$ cat config.mk
export PLATFORM = sky130hd
export DESIGN_NAME = traffic_intersection_ctrl_flat
export DESIGN_NICKNAME = d
export VERILOG_FILES = /design/src/rtl/traffic_intersection_ctrl_if.sv /design/src/rtl/traffic_intersection_ctrl.sv /design/src/flat_wrapper.sv
export SDC_FILE = /design/constraint.sdc
export NUM_CORES = 1
export LEC_CHECK = 0
export ABC_AREA = 1
export CAP_MARGIN = 20
export CORE_MARGIN = 5
export CORE_UTILIZATION = 30
export DETAILED_ROUTE_END_ITERATION = 12
export DONT_BUFFER_PORTS = 1
export PLACE_DENSITY = 0.43
export RECOVER_POWER = 50
export SYNTH_ARGS = -nofsm -noshare
export SYNTH_HDL_FRONTEND = slang
export SYNTH_SLANG_ARGS = --single-unit
$ cat constraint.sdc
create_clock -name clk -period 2 [get_ports clk]
set_input_delay 0.3 -clock clk [delete_from_list [all_inputs] [get_ports clk]]
set_output_delay 0.3 -clock clk [all_outputs]
set_load 0.02 [all_outputs]
$ cat src/rtl/traffic_intersection_ctrl_if.sv
// ============================================================================
// Module      : traffic_intersection_ctrl_if
// Description : Timebase, request and lamp-drive bundle for the intersection controller.
// Revision    : 1.0
// ============================================================================
`default_nettype none

interface traffic_intersection_ctrl_if;
    logic       tick;
    logic       ped_req;
    logic       flash_en;
    logic       ns_red;
    logic       ns_yellow;
    logic       ns_green;
    logic       ew_red;
    logic       ew_yellow;
    logic       ew_green;
    logic       walk;
    logic       ped_pending;
    logic [2:0] state_o;

    modport master (
        output tick, ped_req, flash_en,
        input  ns_red, ns_yellow, ns_green, ew_red, ew_yellow, ew_green,
        input  walk, ped_pending, state_o
    );

    modport slave (
        input  tick, ped_req, flash_en,
        output ns_red, ns_yellow, ns_green, ew_red, ew_yellow, ew_green,
        output walk, ped_pending, state_o
    );
endinterface

`default_nettype wire

$ cat src/rtl/traffic_intersection_ctrl.sv
// ============================================================================
// Module      : traffic_intersection_ctrl
// Description : NS/EW signal controller with all-red clearance, pedestrian walk and flash mode.
// Revision    : 1.0
// ============================================================================
`default_nettype none

module traffic_intersection_ctrl #(
    parameter int CNT_W       = 8,
    parameter int GREEN_T     = 60,
    parameter int MIN_GREEN_T = 10,
    parameter int YELLOW_T    = 5,
    parameter int ALLRED_T    = 2,
    parameter int WALK_T      = 15,
    parameter int FLASH_T     = 8
) (
    input  wire logic clk,
    input  wire logic reset,
    traffic_intersection_ctrl_if.slave bus
);

    typedef enum logic [2:0] {
        S_AR_A  = 3'd0,
        S_NS_G  = 3'd1,
        S_NS_Y  = 3'd2,
        S_AR_B  = 3'd3,
        S_EW_G  = 3'd4,
        S_EW_Y  = 3'd5,
        S_WALK  = 3'd6,
        S_FLASH = 3'd7
    } state_t;

    localparam logic [CNT_W-1:0] c_green_last  = CNT_W'(GREEN_T - 1);
    localparam logic [CNT_W-1:0] c_min_last    = CNT_W'(MIN_GREEN_T - 1);
    localparam logic [CNT_W-1:0] c_yellow_last = CNT_W'(YELLOW_T - 1);
    localparam logic [CNT_W-1:0] c_allred_last = CNT_W'(ALLRED_T - 1);
    localparam logic [CNT_W-1:0] c_walk_last   = CNT_W'(WALK_T - 1);
    localparam logic [CNT_W-1:0] c_flash_last  = CNT_W'(FLASH_T - 1);

    state_t           state_q, state_d;
    logic [CNT_W-1:0] count_q, count_d;
    logic             ped_q, ped_d;
    logic             side_q, side_d;      // 1: walk is followed by EW green
    logic             phase_q, phase_d;
    logic [2:0]       ns_q, ew_q;          // {red, yellow, green}
    logic             walk_q;
    logic             w_ped_now;

    assign w_ped_now = ped_q | (bus.ped_req & (state_q != S_WALK));

    always_comb begin
        state_d = state_q;
        count_d = count_q;
        ped_d   = ped_q;
        side_d  = side_q;
        phase_d = phase_q;
        if (bus.tick) begin
            ped_d   = w_ped_now;
            count_d = count_q + CNT_W'(1);
            case (state_q)
                S_AR_A, S_AR_B: begin
                    if (count_q == c_allred_last) begin
                        if (bus.flash_en) begin
                            state_d = S_FLASH;
                        end else if (w_ped_now) begin
                            state_d = S_WALK;
                            side_d  = (state_q == S_AR_B);
                        end else if (state_q == S_AR_A) begin
                            state_d = S_NS_G;
                        end else begin
                            state_d = S_EW_G;
                        end
                    end
                end
                S_NS_G: if (count_q == c_green_last || (w_ped_now && count_q >= c_min_last)) state_d = S_NS_Y;
                S_EW_G: if (count_q == c_green_last || (w_ped_now && count_q >= c_min_last)) state_d = S_EW_Y;
                S_NS_Y: if (count_q == c_yellow_last) state_d = S_AR_B;
                S_EW_Y: if (count_q == c_yellow_last) state_d = S_AR_A;
                S_WALK: begin
                    if (count_q == c_walk_last) begin
                        if (side_q) state_d = S_EW_G;
                        else        state_d = S_NS_G;
                    end
                end
                S_FLASH: begin
                    if (!bus.flash_en) begin
                        state_d = S_AR_A;
                    end else if (count_q == c_flash_last) begin
                        count_d = '0;
                        phase_d = ~phase_q;
                    end
                end
                default: state_d = S_AR_A;
            endcase
            if (state_d != state_q) begin
                count_d = '0;
                if (state_d == S_WALK)  ped_d   = 1'b0;
                if (state_d == S_FLASH) phase_d = 1'b1;
            end
        end
    end

    // Lamps are decoded from the next state so they change on the same edge as state_q.
    function automatic logic [6:0] lamp_decode(input state_t s, input logic ph);
        logic [2:0] ns;
        logic [2:0] ew;
        ns = 3'b100;
        ew = 3'b100;
        case (s)
            S_NS_G:  ns = 3'b001;
            S_NS_Y:  ns = 3'b010;
            S_EW_G:  ew = 3'b001;
            S_EW_Y:  ew = 3'b010;
            S_FLASH: begin
                ns = {1'b0, ph, 1'b0};
                ew = {1'b0, ph, 1'b0};
            end
            default: ;
        endcase
        return {ns, ew, (s == S_WALK)};
    endfunction

    always_ff @(posedge clk or posedge reset) begin
        if (reset) begin
            state_q <= S_AR_A;
            count_q <= '0;
            ped_q   <= 1'b0;
            side_q  <= 1'b0;
            phase_q <= 1'b1;
            ns_q    <= 3'b100;
            ew_q    <= 3'b100;
            walk_q  <= 1'b0;
        end else begin
            state_q <= state_d;
            count_q <= count_d;
            ped_q   <= ped_d;
            side_q  <= side_d;
            phase_q <= phase_d;
            {ns_q, ew_q, walk_q} <= lamp_decode(state_d, phase_d);
        end
    end

    assign bus.ns_red      = ns_q[2];
    assign bus.ns_yellow   = ns_q[1];
    assign bus.ns_green    = ns_q[0];
    assign bus.ew_red      = ew_q[2];
    assign bus.ew_yellow   = ew_q[1];
    assign bus.ew_green    = ew_q[0];
    assign bus.walk        = walk_q;
    assign bus.ped_pending = ped_q;
    assign bus.state_o     = state_q;

endmodule

`default_nettype wire

$ cat src/flat_wrapper.sv
// flat-port wrapper written by rule: the top's interface ports become plain ports
module traffic_intersection_ctrl_flat 
#(
    parameter int CNT_W       = 8,
    parameter int GREEN_T     = 60,
    parameter int MIN_GREEN_T = 10,
    parameter int YELLOW_T    = 5,
    parameter int ALLRED_T    = 2,
    parameter int WALK_T      = 15,
    parameter int FLASH_T     = 8
)
  (clk, reset, bus_tick, bus_ped_req, bus_flash_en, bus_ns_red, bus_ns_yellow, bus_ns_green, bus_ew_red, bus_ew_yellow, bus_ew_green, bus_walk, bus_ped_pending, bus_state_o);
  traffic_intersection_ctrl_if bus_i ();
  input  wire logic clk;
  input  wire logic reset;
  input wire logic [$bits(bus_i.tick)-1:0] bus_tick;
  input wire logic [$bits(bus_i.ped_req)-1:0] bus_ped_req;
  input wire logic [$bits(bus_i.flash_en)-1:0] bus_flash_en;
  output wire logic [$bits(bus_i.ns_red)-1:0] bus_ns_red;
  output wire logic [$bits(bus_i.ns_yellow)-1:0] bus_ns_yellow;
  output wire logic [$bits(bus_i.ns_green)-1:0] bus_ns_green;
  output wire logic [$bits(bus_i.ew_red)-1:0] bus_ew_red;
  output wire logic [$bits(bus_i.ew_yellow)-1:0] bus_ew_yellow;
  output wire logic [$bits(bus_i.ew_green)-1:0] bus_ew_green;
  output wire logic [$bits(bus_i.walk)-1:0] bus_walk;
  output wire logic [$bits(bus_i.ped_pending)-1:0] bus_ped_pending;
  output wire logic [$bits(bus_i.state_o)-1:0] bus_state_o;
  assign bus_i.tick = bus_tick;
  assign bus_i.ped_req = bus_ped_req;
  assign bus_i.flash_en = bus_flash_en;
  assign bus_ns_red = bus_i.ns_red;
  assign bus_ns_yellow = bus_i.ns_yellow;
  assign bus_ns_green = bus_i.ns_green;
  assign bus_ew_red = bus_i.ew_red;
  assign bus_ew_yellow = bus_i.ew_yellow;
  assign bus_ew_green = bus_i.ew_green;
  assign bus_walk = bus_i.walk;
  assign bus_ped_pending = bus_i.ped_pending;
  assign bus_state_o = bus_i.state_o;
  traffic_intersection_ctrl #(.CNT_W(CNT_W), .GREEN_T(GREEN_T), .MIN_GREEN_T(MIN_GREEN_T), .YELLOW_T(YELLOW_T), .ALLRED_T(ALLRED_T), .WALK_T(WALK_T), .FLASH_T(FLASH_T)) u_core (.clk(clk), .reset(reset), .bus(bus_i));
endmodule
# Yosys cells after proc, flatten, opt, wreduce, memory -nomap -nowiden
# Index checks and enable logic that the tools add are counted.
[totals] reg_bits=21 in_bits=5 out_inout_bits=11
[classes] addsub=1 n_lt_le_gt_ge=1 n_eq_ne=22 n_mux=28 n_bitwise=4 n_reduce_logical=5
[ops] op="3-bit two-way mux" n=13
[ops] op="8-bit two-way mux" n=4
[ops] op="3-bit equality test (second input constant)" n=10
[ops] op="3-bit case mux with 7 select lines" n=1
[ops] op="3-bit case mux with 3 select lines" n=2
[ops] op="8-bit by 3-bit equality test with 1-bit output (second input constant)" n=2
[ops] op="3-bit by 2-bit equality test with 1-bit output (second input constant)" n=3
[ops] op="8-bit by 1-bit adder with 8-bit output (second input constant)" n=1
[ops] op="8-bit by 1-bit equality test with 1-bit output (second input constant)" n=1
[ops] op="8-bit by 4-bit equality test with 1-bit output (second input constant)" n=1
[ops] op="8-bit by 6-bit equality test with 1-bit output (second input constant)" n=1
[ops] op="8-bit by 4-bit greater-or-equal comparator with 1-bit output (second input constant)" n=1
[ops] op="1-bit two-way mux" n=8
[ops] op="3-bit by 1-bit equality test with 1-bit output (second input constant)" n=2
[ops] op="5-bit AND reduction" n=1
[ops] op="3-bit zero test" n=1
[ops] op="3-bit inequality test" n=1
[ops] op="3-bit inequality test (second input constant)" n=1
[ops] op="1-bit inverter" n=2
[ops] op="2-bit OR reduction" n=1
[ops] op="1-bit AND" n=1
[ops] op="1-bit logical AND" n=1
[ops] op="1-bit logical OR" n=1
[ops] op="1-bit OR" n=1

# Logic depth before layout (Yosys ltp)
[depth] ltp_word=13 depth_mapped=17 ltp_nobuf=17

# Worst setup path before layout
# OpenSTA, ideal clock, no wires.
[synth_path] kind="register -> register" from="register u_core.state_q[0], in the netlist u_core.bus.state_o[0]" to="register u_core.ns_q[1]" t_arrival_ps=1715 required_ps=1882 path_slack_ps=168 stages_incl_launch_ff=18 path_buffers=1 cell_sequence="dfrtp_1 > buf_4 > inv_2 > nand3_2 > nand2_2 > nand2_1 > nand2_1 > nand2_1 > nand2_1 > nand2_2 > nand3_2 > nand2_1 > nor2_2 > nand2_2 > nand2_2 > nand2_2 > nand2_2 > nand2_1"
[synth_via] elab_chain_cells=13 word_cells_on_any_way=37
[synth_rtl] item="start, declared" line_no="traffic_intersection_ctrl.sv:40" source="state_t state_q, state_d;"
[synth_rtl] item="start signal, assigned" line_no="traffic_intersection_ctrl.sv:134" source="state_q <= state_d;"
[synth_rtl] item="3-bit inequality test" line_no="traffic_intersection_ctrl.sv:49" source="assign w_ped_now = ped_q | (bus.ped_req & (state_q != S_WALK));"
[synth_rtl] item="1-bit AND" line_no="traffic_intersection_ctrl.sv:49"
[synth_rtl] item="1-bit OR" line_no="traffic_intersection_ctrl.sv:49"
[synth_rtl] item="3-bit two-way mux / 1-bit logical AND (equally long branches)" line_no="traffic_intersection_ctrl.sv:65, traffic_intersection_ctrl.sv:75, traffic_intersection_ctrl.sv:76"
[synth_rtl] item="3-bit two-way mux / 1-bit logical OR (equally long branches)" line_no="traffic_intersection_ctrl.sv:63, traffic_intersection_ctrl.sv:75, traffic_intersection_ctrl.sv:76"
[synth_rtl] item="3-bit two-way mux, on equally long branches" line_no="traffic_intersection_ctrl.sv:62, traffic_intersection_ctrl.sv:75, traffic_intersection_ctrl.sv:76"
[synth_rtl] item="3-bit case mux with 7 select lines" line_no="traffic_intersection_ctrl.sv:60" source="case (state_q)"
[synth_rtl] item="3-bit two-way mux" line_no="traffic_intersection_ctrl.sv:57" source="if (bus.tick) begin"
[synth_rtl] item="3-bit equality test" line_no="traffic_intersection_ctrl.sv:98" source="if (state_d == S_FLASH) phase_d = 1'b1;"
[synth_rtl] item="1-bit two-way mux" line_no="traffic_intersection_ctrl.sv:98"
[synth_rtl] item="1-bit two-way mux *" line_no="traffic_intersection_ctrl.sv:95" source="if (state_d != state_q) begin"
[synth_rtl] item="1-bit two-way mux *" line_no="traffic_intersection_ctrl.sv:57"
[synth_rtl] item="via u_core.phase_d" line_no="traffic_intersection_ctrl.sv:44" source="logic phase_q, phase_d;"
[synth_rtl] item="3-bit case mux with 3 select lines *" line_no="traffic_intersection_ctrl.sv:109" source="case (s)"
[synth_rtl] item="end signal, assigned" line_no="traffic_intersection_ctrl.sv:139" source="{ns_q, ew_q, walk_q} <= lamp_decode(state_d, phase_d);"
[synth_rtl] item="end, declared" line_no="traffic_intersection_ctrl.sv:45" source="logic [2:0] ns_q, ew_q;"
# Mark *: on every way through the listed nets, which the timed path passes. The rest lies on a longest branch. The select of a mux whose other input is x is not followed.
# A chain may end at the register's enable or synchronous reset.

# Worst setup path after layout
[layout_path] from="register u_core.count_q[0]" to="register u_core.ew_q[1]"
[layout_via] elab_chain_cells=11 word_cells_on_any_way=29
[layout_rtl] item="start, declared" line_no="traffic_intersection_ctrl.sv:41" source="logic [CNT_W-1:0] count_q, count_d;"
[layout_rtl] item="start signal, assigned" line_no="traffic_intersection_ctrl.sv:135" source="count_q <= count_d;"
[layout_rtl] item="8-bit by 4-bit greater-or-equal comparator with 1-bit output" line_no="traffic_intersection_ctrl.sv:75, traffic_intersection_ctrl.sv:76"
[layout_rtl] item="1-bit logical AND" line_no="traffic_intersection_ctrl.sv:75, traffic_intersection_ctrl.sv:76"
[layout_rtl] item="1-bit logical OR" line_no="traffic_intersection_ctrl.sv:75, traffic_intersection_ctrl.sv:76"
[layout_rtl] item="3-bit two-way mux, on equally long branches" line_no="traffic_intersection_ctrl.sv:76, traffic_intersection_ctrl.sv:75"
[layout_rtl] item="3-bit case mux with 7 select lines" line_no="traffic_intersection_ctrl.sv:60"
[layout_rtl] item="3-bit two-way mux" line_no="traffic_intersection_ctrl.sv:57"
[layout_rtl] item="3-bit equality test" line_no="traffic_intersection_ctrl.sv:98"
[layout_rtl] item="1-bit two-way mux" line_no="traffic_intersection_ctrl.sv:98"
[layout_rtl] item="1-bit two-way mux" line_no="traffic_intersection_ctrl.sv:95"
[layout_rtl] item="1-bit two-way mux" line_no="traffic_intersection_ctrl.sv:57"
[layout_rtl] item="3-bit case mux with 3 select lines *" line_no="traffic_intersection_ctrl.sv:109"
[layout_rtl] item="end signal, assigned" line_no="traffic_intersection_ctrl.sv:139"
[layout_rtl] item="end, declared" line_no="traffic_intersection_ctrl.sv:45"
# Every way passes the cells marked *; elsewhere a longest branch is shown, timed or not. The select of a mux whose other input is x is not followed.

==> run metrics <==
run status=finished clean; Die Ht=79.2 um; Startpoint Class=register; Antenna Nets Post-Route=0; DR vias=1364; num ports=16; #FFs+latches synth=21; CTS Buf Count=3; Synth async-reset ratio=1.00; register area share after synthesis=0.368; clock slew at reported path FFs=0.08 ns; Nets=231; max incr delay on CP=0.46 ns; min Tclk post-route=1.93 ns; n_diodes=0; Die X=79.2 um; GRT Util Overall=0.125; Congestion Overflow GR=0; post-route worst hold slack=0.0647 ns; Max transition margin=0.479; Max-Cap Viols=0; CTS tree=done; cell count of the worst reg-to-reg path=12; Setup violations, final=0; H-tree depth=1; largest fanout on the critical path=5; share of Yosys cell area claimed by the top area cell type=0.313; Crit Path Category=reg -> reg; most common library cells after synthesis=43 x nand2_1, 20 x inv_1, 20 x nor2_1; DP Area=1600 um^2; Final Hold Vio Count=0; Multi-input gate area=1010 um^2; Clock Sinks=21; Post-DP HPWL=2.91 mm; Final Cycle Share=0.966; CP Capture Type=register; core area=4690 um^2; Cell Area, Synth=1440 um^2; Design Power=2.86 mW; first-pass GRT wire length=6.22 mm; die area=6280 um^2; Post-synth EDFFs=0; Worst Setup SP=u_core.count_q[0]; final non-filler cell total=275; Yosys cell types=30; HP Class=in -> async; Area contributors post-synth=dfrtp_1 31%, nand2_1 11%, nand2_2 5.7%; gpl congestion=0.845; deepest clock path buffer count=2; Stages on worst setup path=12; Least-Margin Pin Slew=0.780 ns; Root Driver=clkbuf_8; Synth Instances=195; Synthesized Nets=204; fillers=485; most common cell in the netlist=nand2_1; number of global-route vias before repair=1323; synth-to-layout area growth=34.9%; Final Cell Area=1940 um^2; Critical Path End=u_core.ew_q[1]; fmax=517 MHz; largest net degree at the start of global routing=22; pre-CTS setup slack=-0.0401 ns; via-per-instance ratio=4.96; WL/cell=13.9 um; Row Count=25; Synth area leader=dfrtp_1; initial antenna violation count=0; Clock Skew=0.00302 ns; DRT Pass-1 Iters=4; leak pwr=0.866 nW; Port Buffers=0; Crit path max-delay family=compound AO/OA/AOI/OAI gates; Crit-path slowest cell=dfrtp_2; Syn. warnings=0; worst endpoint required time=2.16 ns; Worst R2R Setup Slack=0.07 ns; RSZ-0062 raised after global routing=yes; Cell Count Post-Placement=261; Reg area=534 um^2; total negative slack=0 ns; RR Startpoint=u_core.count_q[0]; drt first-iter violations=28; PD cells=1470 nW/um^2; clk_lat worst skew=0.26 ns; hold buffer count at CTS=0; fraction of layout cells with a size suffix above 1=0.498; DRC=0; max-slew violations=0; initial cell density of the core=0.306; average cell area after synthesis=7.37 um^2; CP bufs+invs=2; Reg-to-Reg End=u_core.ew_q[1]; post-layout util=0.413; peak supply drop=0.000695 V; worst path cell trace=inv_4 -> ha_4 -> nand3_2 -> o21ai_2 -> nand2_1 -> nor2_2 -> o21ai_2 -> o21ai_4 -> buf_4 -> nor2_4 -> nand2_2 -> nand2_1; DRT Wirelength=3.83 mm; top_reg_cell synth=dfrtp_1; setup ws final=0.0674 ns; WP data arrival=2.09 ns
repair_timing:
| item | CTS | global route |
|---|---|---|
| setup endpoints to repair | 6 | 18 |
| gates cloned | 0 | 0 |
| setup buffers | 1 | 9 |
| pin swaps | 3 | 12 |
| resized for setup | 4 | 55 |
| hold endpoints to repair | 0 | 0 |
layer usage:
layer / wire, um / GRT usage / vias up / share of wire
met5: 0 / 0 / - / 0
met4: 36 / 0.0326 / 0 / 0.0094
met3: 139 / 0.0283 / 4 / 0.036
met2: 1820 / 0.202 / 20 / 0.48
met1: 1840 / 0.167 / 661 / 0.48
li1: - / - / 679 / -
kinds of logic (layout without fill, tap and decap cells):
| group | Yosys count | count (layout) | synth area share |
|---|---|---|---|
| DFF | 21 | 21 | 0.368 |
| buffers and inverters | 28 | 54 | 0.0757 |
| xor gates and xnor gates | 4 | 4 | 0.0244 |
| AOI/OAI and AO/OA | 24 | 24 | 0.0992 |
| and+or+nand+nor | 114 | 114 | 0.398 |
| adders and majority gates | 4 | 4 | 0.0348 |
worst register-to-register path: stages (launching register included):
cell	delay, ns
dfrtp_2	0.46
inv_4	0.10
ha_4	0.15
nand3_2	0.09
o21ai_2	0.16
nand2_1	0.08
nor2_2	0.15
o21ai_2	0.12
o21ai_4	0.21
buf_4	0.16
nor2_4	0.04
nand2_2	0.07
nand2_1	0.06
cells in the final DEF, fill, tap and decap left out, types with 2 or more instances in the layout:
cell type	instances
nand4_1	2
a21oi_1	4
nor3_2	2
xor2_1	3
nand2_2	18
nor3_1	2
a21oi_2	3
o21ai_0	3
o21ai_4	2
o22ai_1	2
ha_4	3
nand2_1	33
nor2_1	16
nand3_2	7
clkbuf_8	3
dfstp_2	3
inv_1	15
o22ai_2	3
nor2_4	6
dfrtp_2	4
nor2_2	8
o21ai_2	5
nand3_1	12
inv_2	9
dfrtp_1	14
buf_4	23
nand2_4	5
registers in the layout, summed over array words and instances (netlist names):
signal and flops:
u_core.bus.ped_pending 1, u_core.bus.state_o 3, u_core.bus.walk 1, u_core.count_q 8, u_core.ew_q 3, u_core.ns_q 3, u_core.phase_q 1, u_core.side_q 1
layout make-up:
cell class              count  area share
clock buffers               3      0.0213
well taps                  54      0.0348
clock inverters             1     0.00258
inverters                  26      0.0516
multi-input cells         146       0.519
repair buffers             24      0.0948
flip-flops and latches     21       0.275
where the power goes:
group	switching (mW)	internal (mW)	total (mW)	leakage [nW]
Combinational	1.07	0.738	1.81	0.577
Clock	0.142	0.139	0.281	0.0255
Sequential	0.200	0.571	0.772	0.263
how the worst min path moves through the flow:
stage | startpoint | to | slack [ns] | cells after the start
2_1_floorplan | reset | u_core.bus.ped_pending | 0.27 | 1
5_1_grt | bus_tick | u_core.count_q[2] | 0.12 | 1
3_3_place_gp | reset | u_core.count_q[6] | 0.37 | 1
3_5_place_dp | reset | u_core.ns_q[0] | 0.38 | 1
6_report | reset | u_core.ns_q[0] | 0.06 | 1
4_1_cts | reset | u_core.ns_q[0] | 0.09 | 1
Power figures use the tool's default switching activity.
